<file path="config.mk">
export PLATFORM = sky130hd
export DESIGN_NAME = mem_lsu
export DESIGN_NICKNAME = d
export VERILOG_FILES = /design/src/rtl/mem_lsu_pkg.sv /design/src/rtl/mem_lsu_align.sv /design/src/rtl/mem_lsu.sv
export SDC_FILE = /design/constraint.sdc
export NUM_CORES = 1
export LEC_CHECK = 0
export CAP_MARGIN = 10
export CORE_MARGIN = 1.5
export CORE_UTILIZATION = 44
export DETAILED_ROUTE_END_ITERATION = 6
export GPL_TIMING_DRIVEN = 0
export MAX_ROUTING_LAYER = met4
export PLACE_DENSITY_LB_ADDON = 0.1
export SETUP_SLACK_MARGIN = 0.02
export SYNTH_ARGS = -nofsm -noshare
export SYNTH_HDL_FRONTEND = slang
export SYNTH_HIERARCHICAL = 1
export SYNTH_SLANG_ARGS = --single-unit
</file>
<file path="constraint.sdc">
create_clock -name clk -period 3.3 [get_ports clk]
set_input_delay 0.33 -clock clk [delete_from_list [all_inputs] [get_ports clk]]
set_output_delay 0.33 -clock clk [all_outputs]
set_load 0.03 [all_outputs]
</file>
<file path="src/rtl/mem_lsu_pkg.sv">
// Shared encodings for the load/store unit: access sizes, FSM states and
// byte-lane write-mask constants.
package mem_lsu_pkg;

    localparam logic [1:0] SZ_B = 2'd0;
    localparam logic [1:0] SZ_H = 2'd1;
    localparam logic [1:0] SZ_W = 2'd2;
    localparam logic [1:0] SZ_X = 2'd3;

    typedef enum logic [2:0] {
        IDLE,
        RD,
        RWAIT,
        WR,
        RESP
    } state_t;

    // Mask bit (3-k) enables byte lane k, so lane 0 sits in mask[3].
    localparam logic [3:0] MASK_B0 = 4'b1000;
    localparam logic [3:0] MASK_H0 = 4'b1100;
    localparam logic [3:0] MASK_H2 = 4'b0011;
    localparam logic [3:0] MASK_W  = 4'b1111;

    function automatic logic [3:0] byte_mask(input logic [1:0] lane);
        return MASK_B0 >> lane;
    endfunction

endpackage

</file>
<file path="src/rtl/mem_lsu_align.sv">
// Combinational load alignment: selects the addressed byte/half/word lanes
// from a memory word and zero- or sign-extends the result to 32 bits.
module mem_lsu_align (
    input  logic [31:0] word,
    input  logic [1:0]  lane,
    input  logic [1:0]  size,
    input  logic        sign_ext,
    output logic [31:0] data
);
    import mem_lsu_pkg::*;

    logic [31:0]        shifted;
    logic signed [7:0]  b_s;
    logic signed [15:0] h_s;

    always_comb begin
        shifted = word >> {lane, 3'b000};
        b_s     = shifted[7:0];
        h_s     = shifted[15:0];
        data    = shifted;
        case (size)
            SZ_B: begin
                if (sign_ext) data = 32'(b_s);
                else          data = {24'h0, shifted[7:0]};
            end
            SZ_H: begin
                if (sign_ext) data = 32'(h_s);
                else          data = {16'h0, shifted[15:0]};
            end
            // Word accesses only reach memory with lane 0, so shifted == word.
            default: data = shifted;
        endcase
    end

endmodule

</file>
<file path="src/rtl/mem_lsu.sv">
// Single-outstanding load/store unit in front of a byte-addressed block RAM
// with word-wide read data, lane-masked writes and a bounded read wait.
module mem_lsu #(
    parameter int MEM_BYTES = 8192,
    parameter int TIMEOUT   = 15
) (
    input  logic        clk,
    input  logic        rst_n,
    input  logic        req_valid,
    output logic        req_ready,
    input  logic        req_we,
    input  logic [31:0] req_addr,
    input  logic [1:0]  req_size,
    input  logic        req_signed,
    input  logic [31:0] req_wdata,
    output logic        resp_valid,
    output logic [31:0] resp_rdata,
    output logic        resp_err,
    output logic        mem_rd_en,
    output logic [12:0] mem_addr,
    input  logic [31:0] mem_rd_data,
    input  logic        mem_rd_valid,
    output logic        mem_wr_en,
    output logic [31:0] mem_wr_data,
    output logic [3:0]  mem_wr_mask
);
    import mem_lsu_pkg::*;

    localparam int                CNT_W    = (TIMEOUT < 2) ? 1 : $clog2(TIMEOUT);
    localparam logic [CNT_W-1:0]  CNT_LAST = CNT_W'(TIMEOUT - 1);

    state_t            state_q, state_d;
    logic [CNT_W-1:0]  cnt_q, cnt_d;

    logic [12:0]       addr_p1;
    logic [1:0]        size_p1;
    logic              sgn_p1;
    logic [31:0]       wdata_p1;
    logic [31:0]       rdata_p1;
    logic              err_p1;

    logic              accept;
    logic              req_err;
    logic              rd_timeout;
    logic [31:0]       load_data;

    assign req_ready  = (state_q == IDLE);
    assign accept     = req_valid && req_ready;
    assign rd_timeout = (state_q == RWAIT) && !mem_rd_valid && (cnt_q == CNT_LAST);

    always_comb begin
        req_err = (req_addr >= $unsigned(32'(MEM_BYTES)));
        case (req_size)
            SZ_H:    if (req_addr[0])         req_err = 1'b1;
            SZ_W:    if (req_addr[1:0] != 0)  req_err = 1'b1;
            SZ_X:    req_err = 1'b1;
            default: ;
        endcase
    end

    mem_lsu_align u_align (
        .word     (mem_rd_data),
        .lane     (addr_p1[1:0]),
        .size     (size_p1),
        .sign_ext (sgn_p1),
        .data     (load_data)
    );

    always_comb begin
        state_d     = state_q;
        cnt_d       = cnt_q;
        mem_rd_en   = 1'b0;
        mem_wr_en   = 1'b0;
        resp_valid  = 1'b0;
        mem_addr    = '0;
        mem_wr_data = '0;
        mem_wr_mask = '0;
        resp_rdata  = '0;
        resp_err    = 1'b0;
        case (state_q)
            IDLE: begin
                cnt_d = '0;
                if (req_valid) state_d = req_err ? RESP : (req_we ? WR : RD);
            end
            RD: begin
                mem_rd_en = 1'b1;
                mem_addr  = {addr_p1[12:2], 2'b00};
                cnt_d     = '0;
                state_d   = RWAIT;
            end
            RWAIT: begin
                if (mem_rd_valid || rd_timeout) state_d = RESP;
                else                            cnt_d   = cnt_q + 1'b1;
            end
            WR: begin
                mem_wr_en = 1'b1;
                mem_addr  = {addr_p1[12:2], 2'b00};
                case (size_p1)
                    SZ_B: begin
                        mem_wr_data = {4{wdata_p1[7:0]}};
                        mem_wr_mask = byte_mask(addr_p1[1:0]);
                    end
                    SZ_H: begin
                        mem_wr_data = {2{wdata_p1[15:0]}};
                        mem_wr_mask = addr_p1[1] ? MASK_H2 : MASK_H0;
                    end
                    default: begin
                        mem_wr_data = wdata_p1;
                        mem_wr_mask = MASK_W;
                    end
                endcase
                state_d = RESP;
            end
            RESP: begin
                resp_valid = 1'b1;
                resp_rdata = rdata_p1;
                resp_err   = err_p1;
                state_d    = IDLE;
            end
            default: state_d = IDLE;
        endcase
    end

    // Control state: only the FSM and wait counter are reset.
    always_ff @(posedge clk) begin
        if (!rst_n) begin
            state_q <= IDLE;
            cnt_q   <= '0;
        end else begin
            state_q <= state_d;
            cnt_q   <= cnt_d;
        end
    end

    // Request capture stage; response data is pre-cleared so errors and
    // stores return zero without extra muxing in RESP.
    always_ff @(posedge clk) begin
        if (accept) begin
            addr_p1  <= req_addr[12:0];
            size_p1  <= req_size;
            sgn_p1   <= req_signed;
            wdata_p1 <= req_wdata;
            err_p1   <= req_err;
            rdata_p1 <= '0;
        end else if (state_q == RWAIT) begin
            if (mem_rd_valid)    rdata_p1 <= load_data;
            else if (rd_timeout) err_p1   <= 1'b1;
        end
    end

endmodule

</file>
[Word level (Yosys, flattened, before mapping)]
Index checks and enable logic that the tools add are counted.
Widths: inputs -> output; s select.
Storage, ports and cells
  bits of input ports: 104
  output and inout bits: 86
  flip-flop bits (word level): 88
  word-level logic and storage cells: 70
Operators by class
  shifts and indexed selects: 2
  magnitude comparators: 1
  reduce and logical (&&, ||, !) cells: 17
  add/subtract/negate cells: 1
  equal/unequal tests: 13
  multiplexer cells: 28
Operator list (count)
  $mux 32: 4
  $pmux 32 s2: 2
  $ge 32x14->1 const B: 1
  $shr 32x5->32: 1
  $pmux 4 s2: 2
  $mux 13: 1
  $mux 4: 3
  $pmux 3 s4: 1
  $mux 1: 10
  $mux 3: 3
  $reduce_bool 2->1: 4
  $eq 3x2->1 const B: 2
  $reduce_and 2->1: 3
  $add 4x1->4 const B: 1
  $eq 2x1->1 const B: 2
  $eq 2x2->1 const B: 2
  $eq 4x4->1 const B: 1
  $ne 2x1->1 const B: 2
  $ne 2x2->1 const B: 2
  $reduce_or 2->1: 2
  $shr 4x2->4 const A: 1
  $eq 3x1->1 const B: 1
  $eq 3x3->1 const B: 1
  $logic_and 1x1->1: 3
  other kinds (7): 7

[Depth between registers and ports, before layout]
  word-level depth: 7
  depth in mapped cells: 8
  gate-level depth less buffers: 6

[By module]
The synthesis kept the hierarchy.
Modules (own cells, without submodules)
  mem_lsu: instances 1, sequential area each 2252.2 um^2, area each 3977.6 um^2, cells each 417
  mem_lsu_align: instances 1, sequential area each 0.0 um^2, area each 808.3 um^2, cells each 106

[Worst setup path before layout]
OpenSTA, ideal clock, no wires.
  path kind: reg-to-reg
  from: register state_q[0]
  to: register addr_p1[0] (enable)
  clock period less this slack: 3.547 ns
  cell stages (with the launch flop): 5
  data required time: 2.869 ns
  library setup time: 0.431 ns
  arrival time: 3.116 ns
  setup slack: -0.247 ns
  buffers on the path: 2
  cell sequence: dfxtp_1 -> nor3_1 -> and2_1 -> clkbuf_1 -> clkbuf_1
On the way
  word-level cells in the longest chain between the ends: 2
RTL lines
  start, declared: RTL line mem_lsu.sv:32  | state_t state_q, state_d;
  start signal, assigned: RTL line mem_lsu.sv:130  | state_q <= state_d;
  $logic_not 3->1: RTL line mem_lsu.sv:47  | assign req_ready = (state_q == IDLE);
  named net req_ready: RTL line mem_lsu.sv:10  | output logic req_ready,
  $logic_and 1x1->1: RTL line mem_lsu.sv:48  | assign accept = req_valid && req_ready;
  named net accept: RTL line mem_lsu.sv:42  | logic accept;
  end signal, assigned: RTL line mem_lsu.sv:139  | addr_p1 <= req_addr[12:0];
  end, declared: RTL line mem_lsu.sv:35  | logic [12:0] addr_p1;
The timed path passes the listed nets, and every way through them passes these cells.
A chain may end at the register's enable or synchronous reset.

[Worst setup path in the final report]
  from: register size_p1[0]
  to: output mem_wr_data[10]
On the way
  word-level cells in the longest chain between the ends: 3
  elaborated cells on any way between the ends: 4
  classes of those cells: 1 x eq/ne; 2 x mux; 1 x reduce/logical
RTL lines
  start, declared: RTL line mem_lsu.sv:36  | logic [1:0] size_p1;
  start signal, assigned: RTL line mem_lsu.sv:140  | size_p1 <= req_size;
  $eq 2x1->1 / $logic_not 2->1 (equally long branches): RTL line mem_lsu.sv:98  | case (size_p1)
  $pmux 32 s2 *: RTL line mem_lsu.sv:98
  $mux 32 *: RTL line mem_lsu.sv:80  | case (state_q)
  end, declared: RTL line mem_lsu.sv:24  | output logic [31:0] mem_wr_data,
Mark *: on every way between the ends. The rest lies on a longest branch, timed or not.

==> summary.md <==
| Metric | Value |
|---|---|
| FF/Latch Area | `around 2300 µm²` |
| Final worst path period share | `91.8%` |
| Clock H-tree levels | `3` |
| Core area | `between 10,000 and 15,000 µm²` |
| Worst Hold Launch | `rdata_p1[6]$_SDFFE_PP0P_` |
| PwrDens | `between 300 and 400 nW/µm²` |
| Critical path launch point type | `flop` |
| Multiplexer share of the synthesized area | `roughly 7.3%` |
| Mean Syn Cell Area | `about 9.2 µm²` |
| RSZ-0062 raised after global routing | `false` |
| Share of the synthesized area in the top cell type | `30.7%` |
| Total Routing Usage GR | `24.8%` |
| Vias | `~4,500` |
| Synth top cells by count | `nand2_1 (80), a21oi_1 (72), edfxtp_1 (49)` |
| Port Buf Inserts | `between 150 and 200` |
| Count leader, synth | `nand2_1` |
| Slew @ Worst Pin | `683 ps` |
| Fillers | `879` |
| Area contributors post-synth | `edfxtp_1 (31%), dfxtp_1 (16%), a21oi_1 (7.5%)` |
| Area grow syn2layout | `47.4%` |
| Clock buffer depth | `2` |
| TritonCTS Sinks | `roughly 90` |
| Final nets | `around 830` |
| Inserted Clock Buffers | `9` |
| Fin. Hold Viols | `0` |
| Largest family of logic cells by synthesized area | `simple AND/OR/NAND/NOR gates` |
| WL final | `approximately 14,000 µm` |
| Leak pwr | `2.57 nW` |
| CTS clk-pin slew, worst paths | `~90 ps` |
| Hold Crit Class | `flop to flop` |
| Area of the multi-input gates | `approximately 2300 µm²` |
| Pins Over Slew Limit | `0` |
| CP max FO | `10` |
| Detail Placement HPWL | `10,600 µm` |
| Die Y | `approximately 110 µm` |
| Complex-gate fraction of the synthesized area | `approximately 16%` |
| Setup-failing EPs final | `0` |
| Synth area leader | `edfxtp_1` |
| Post-synthesis xor/xnor area fraction | `0.183%` |
| Share of synthesized registers carrying an async set or reset | `0%` |
| Mapped Area | `~4800 µm²` |
| Initial Utilization | `45.9%` |
| Design Area, Final | `between 7000 and 8000 µm²` |
| Root buf cell | `clkbuf_8` |
| Critical Path AT | `between 2000 and 3000 ps` |
| Achievable clock frequency | `330 MHz` |
| Die W | `~110 µm` |
| Adder-cell share of the synthesized area | `under 10%` |
| Skew final | `between 10 and 15 ps` |
| Drt drc | `0` |
| Post-synth EDFFs | `49` |
| Placer Congestion | `0.936` |
| Largest net degree at the start of global routing | `34` |
| Row cnt | `37` |
| Reg2Reg Launch Point | `state_q[0]$_SDFFE_PN0P_` |
| Drt pass-1 iters | `4` |
| Simple-Gate Fraction of Synth Area | `between 20 and 25%` |
| Distinct cells, synth | `48` |
| Antenna violations before repair | `0` |
| Maximum VDD drop | `0.000253 V` |
| Placed Area | `around 6900 µm²` |
| Antenna cells | `0` |
| CP required | `approximately 3000 ps` |
| Top FF cell, synth | `edfxtp_1` |
| Final setup margin | `~270 ps` |
| IO Count | `between 150 and 200` |
| Via density | `5.23` |
| Die area | `approximately 12,000 µm²` |
| Crit Path Class | `flop to output port` |
| First-pass GRT wire length | `approximately 21,000 µm` |
| Status | `finished clean` |
| Final min period | `about 3000 ps` |
| Crit. End Element | `output port` |
| Number of global-route vias before repair | `approximately 4,600` |
| Yosys reg bits | `88` |
| Cells after Synth | `approximately 520` |
| Synth warn | `6` |
| CTS tree | `built` |
| Per-cell routed wire length | `15.8 µm` |
| Post-Place Worst Slack | `roughly 480 ps` |
| First DRT Iteration DRCs | `around 210` |
| Clk Latency, worst-skew pair | `360 ps` |
| Final setup TNS | `0 ps` |
| CP startpoint | `size_p1[0]$_DFFE_PP_` |
| Final ANT Viol Nets | `0` |
| Register area share after synthesis | `~47%` |
| Max Cap Viol | `0` |
| Total grt overflow | `0` |
| Layout cells sized above 1 | `6.32%` |
| Rel. slew slack | `about 54%` |
==> critical path, stage by stage (launching register included) <==
cell	delay, ps
edfxtp_1	490
clkbuf_1	320
nor2_1	480
nand2_1	110
a21oi_1	220
clkdlybuf4s50_1	720
==> flip-flops by register name (all words and copies together), names as in the netlist <==
| signal | count |
|---|---|
| size_p1 | 2 |
| wdata_p1 | 32 |
| rdata_p1 | 32 |
| state_q | 3 |
| addr_p1 | 13 |
| sgn_p1 | 1 |
| cnt_q | 4 |
| err_p1 | 1 |
==> cells in the final DEF, fill, tap and decap left out, drive strengths merged, types with 2 or more instances in the layout <==
cell / netlist / routed
a211oi: 8 / 8
o21bai: 2 / 2
a21boi: 8 / 8
nor3: 5 / 5
dfxtp: 39 / 39
edfxtp: 49 / 49
o2bb2ai: 8 / 8
nor4: 4 / 4
nand2b: 4 / 4
o221ai: 3 / 3
o21ai: 13 / 13
and2: 47 / 47
a21oi: 72 / 72
or2: 9 / 9
or3: 5 / 5
ha: 5 / 5
clkinv: 0 / 3
mux2i: 33 / 33
and3: 11 / 11
nor2b: 13 / 13
nand3: 4 / 4
conb: 1 / 2
clkbuf: 25 / 36
buf: 14 / 15
nand2: 80 / 80
inv: 9 / 9
o22ai: 9 / 9
nor2: 33 / 33
clkdlybuf4s50: 0 / 187
o21a: 2 / 2
==> cells by family after synthesis <==
kind of cell | Yosys count
buffers and inverters | 48
flip-flops | 88
multiplexers | 34
XOR/XNOR | 1
adder cells (fa/ha/maj) | 5
AND/OR/NAND/NOR | 219
AO/OA/AOI/OAI | 127
other | 1
==> where the power goes <==
| part | internal (mW) | total (mW) | switching, mW | leakage (nW) |
|---|---|---|---|---|
| sequential | 1.26 | 1.30 | 0.0464 | 0.782 |
| clock | 0.370 | 0.754 | 0.385 | 0.0993 |
| combinational | 0.301 | 0.645 | 0.344 | 1.68 |
| total | 1.93 | 2.70 | 0.775 | 2.57 |
==> layout make-up <==
cell class                      instances  area share (%)
Buffer                                 39            2.78
Clock buffer                           11            2.00
Clock inverter                          5           0.798
Inverter                                9           0.479
Multi-Input combinational cell        388            32.8
Sequential cell                        88            31.9
Tap cell                              136            2.41
Timing Repair Buffer                  188            26.8
==> through the flow <==
stage	power, mW	std cells	hold WS, ps	utilization (%)
4_1_cts	2.72	864	456	67.7
6_report	2.70	864	453	67.7
5_1_grt	2.83	864	471	67.7
2_1_floorplan	1.69	524	429	-
3_3_place_gp	1.95	847	440	65.6
3_5_place_dp	1.97	848	444	65.8
==> per-layer routing <==
metal  part of all wire, %  global-route usage [%]  vias to the layer above
met1                    40                    27.9                     2078
met3                   8.1                    6.66                       28
met2                    49                    41.3                      190
met5                     0                       -                        -
li1                      -                       -                     2225
met4                   2.6                    11.0                        0
==> final timing paths <==
check	to	slack [ps]	cells after the start
setup / recovery	mem_wr_data[10]	270	5
hold / removal	rdata_p1[6]$_SDFFE_PP0P_	450	2
setup reg to reg	wdata_p1[11]$_DFFE_PP_	920	5
hold reg to reg	rdata_p1[6]$_SDFFE_PP0P_	450	2
==> repair_timing <==
| item | CTS | global route |
|---|---|---|
| setup buffers | 0 | 0 |
| setup endpoints to repair | 0 | 29 |
| gates resized for setup | 0 | 1 |
| hold buffers | 0 | 0 |
Power figures use the tool's default switching activity.
==> variant, RTL diff (same settings) <==
The parameter `TIMEOUT` goes from 15 to 16.
--- a/src/rtl/mem_lsu.sv
+++ b/src/rtl/mem_lsu.sv
@@ -4,3 +4,3 @@
     parameter int MEM_BYTES = 8192,
-    parameter int TIMEOUT   = 15
+    parameter int TIMEOUT   = 16
 ) (
Function: no difference found for any inputs over 10 cycles, from zero or initial values and one cycle with rst_n low; that may be too few to reach the edited logic, so the function may still have changed.
==> variant against the original RTL <==
Utilization decreased by 0.084 points; largest cell class unchanged; via count decreased by 1.6%; synthesized area about the same; worst setup slack gained 0.047 ns; clock skew shrank 0.0038 ns; cell count is 0.58% lower; design area rose by 0.32%; first-iteration DRC count grew 17%; routed wire length up 0.31%; sequential share of layout area fell by 0.10 points; power is 4.9% higher; sequential cell count unchanged.
==> variant: results (changes against the original RTL) <==
[timing]
skew_ns=0.0100  ; was 0.0138 ns

[global_route]
grt_pass1_wl_um=21700  ; was 21500 µm
grt_use_total_pct=25.1  ; was 24.8%

[cells_and_area]
drive_gt1_share_pct=7.33  ; was 6.32%
flops_and_latches=88  ; unchanged
fin_cells=859  ; was 864

[power]
peakVddDrop_v=0.000235  ; was 0.000253 V
p_leak_nw=2.60  ; was 2.57 nW

[detailed_routing]
vias_per_cell=5.18  ; was 5.23
initialDrtViolationCount=246  ; was 211

[worst_setup_path]
max_stage_delay_ns=0.70  ; was 0.72 ns
r2r_cells=6  ; was 5
crit_start=size_p1[1]$_DFFE_PP_  ; was size_p1[0]$_DFFE_PP_
reg2reg_to=wdata_p1[13]$_DFFE_PP_  ; was wdata_p1[11]$_DFFE_PP_
r2r-start=state_q[1]$_SDFFE_PN0P_  ; was state_q[0]$_SDFFE_PN0P_
rrSetupSlack_ns=1.15  ; was 0.92 ns

[yosys]
muxShareOfSynthArea_pct=7.50  ; was 7.29%
synth_compound_area_share_pct=16.7  ; was 16.5%
synth.area.top_cells=edfxtp_1 (31%), dfxtp_1 (16%), a21oi_1 (7.3%), mux2i_1 (6.9%), nand2_1 (6.3%)  ; was edfxtp_1 (31%), dfxtp_1 (16%), a21oi_1 (7.5%), mux2i_1 (6.7%), nand2_1 (6.3%)
synth_common_cells=nand2_1 (80), a21oi_1 (70), edfxtp_1 (49)  ; was nand2_1 (80), a21oi_1 (72), edfxtp_1 (49)
synthXorXnorAreaFrac_pct=0.183  ; about the same
syn_avg_cell_area_um2=9.25  ; was 9.15 µm²

[place]
placed_cells=842  ; was 848
gp_congestion=0.964  ; was 0.936
dp_hpwl_um=10600  ; about the same

[outcome]
status=finished, final reports clean  ; unchanged

variant: per-stage QoR:
stage / instance area, µm² / setup slack [ns] / hold slack [ns] / utilization, %
2_1_floorplan: 4790 / 0.651 / 0.429 / -
3_3_place_gp: 6840 / 0.689 / 0.440 / 65.3
3_5_place_dp: 6840 / 0.629 / 0.442 / 65.3
4_1_cts: 7060 / 0.279 / 0.455 / 67.5
5_1_grt: 7080 / 0.162 / 0.468 / 67.7
6_report: 7080 / 0.318 / 0.452 / 67.7
variant: per-layer routing:
metal,up-vias,track usage [%],part of all wire [%]
met2,171,41.2,48
met4,0,4.98,1.3
met5,-,-,0
met1,2054,32.0,44
li1,2204,-,-
met3,18,5.99,6.5
variant: cells by family after synthesis:
logic type	count (synthesis)
XOR/XNOR	1
AND/OR/NAND/NOR	214
multiplexers	35
flip-flops	88
adder cells (fa/ha/maj)	4
buffers and inverters	47
other	1
AO/OA/AOI/OAI	128
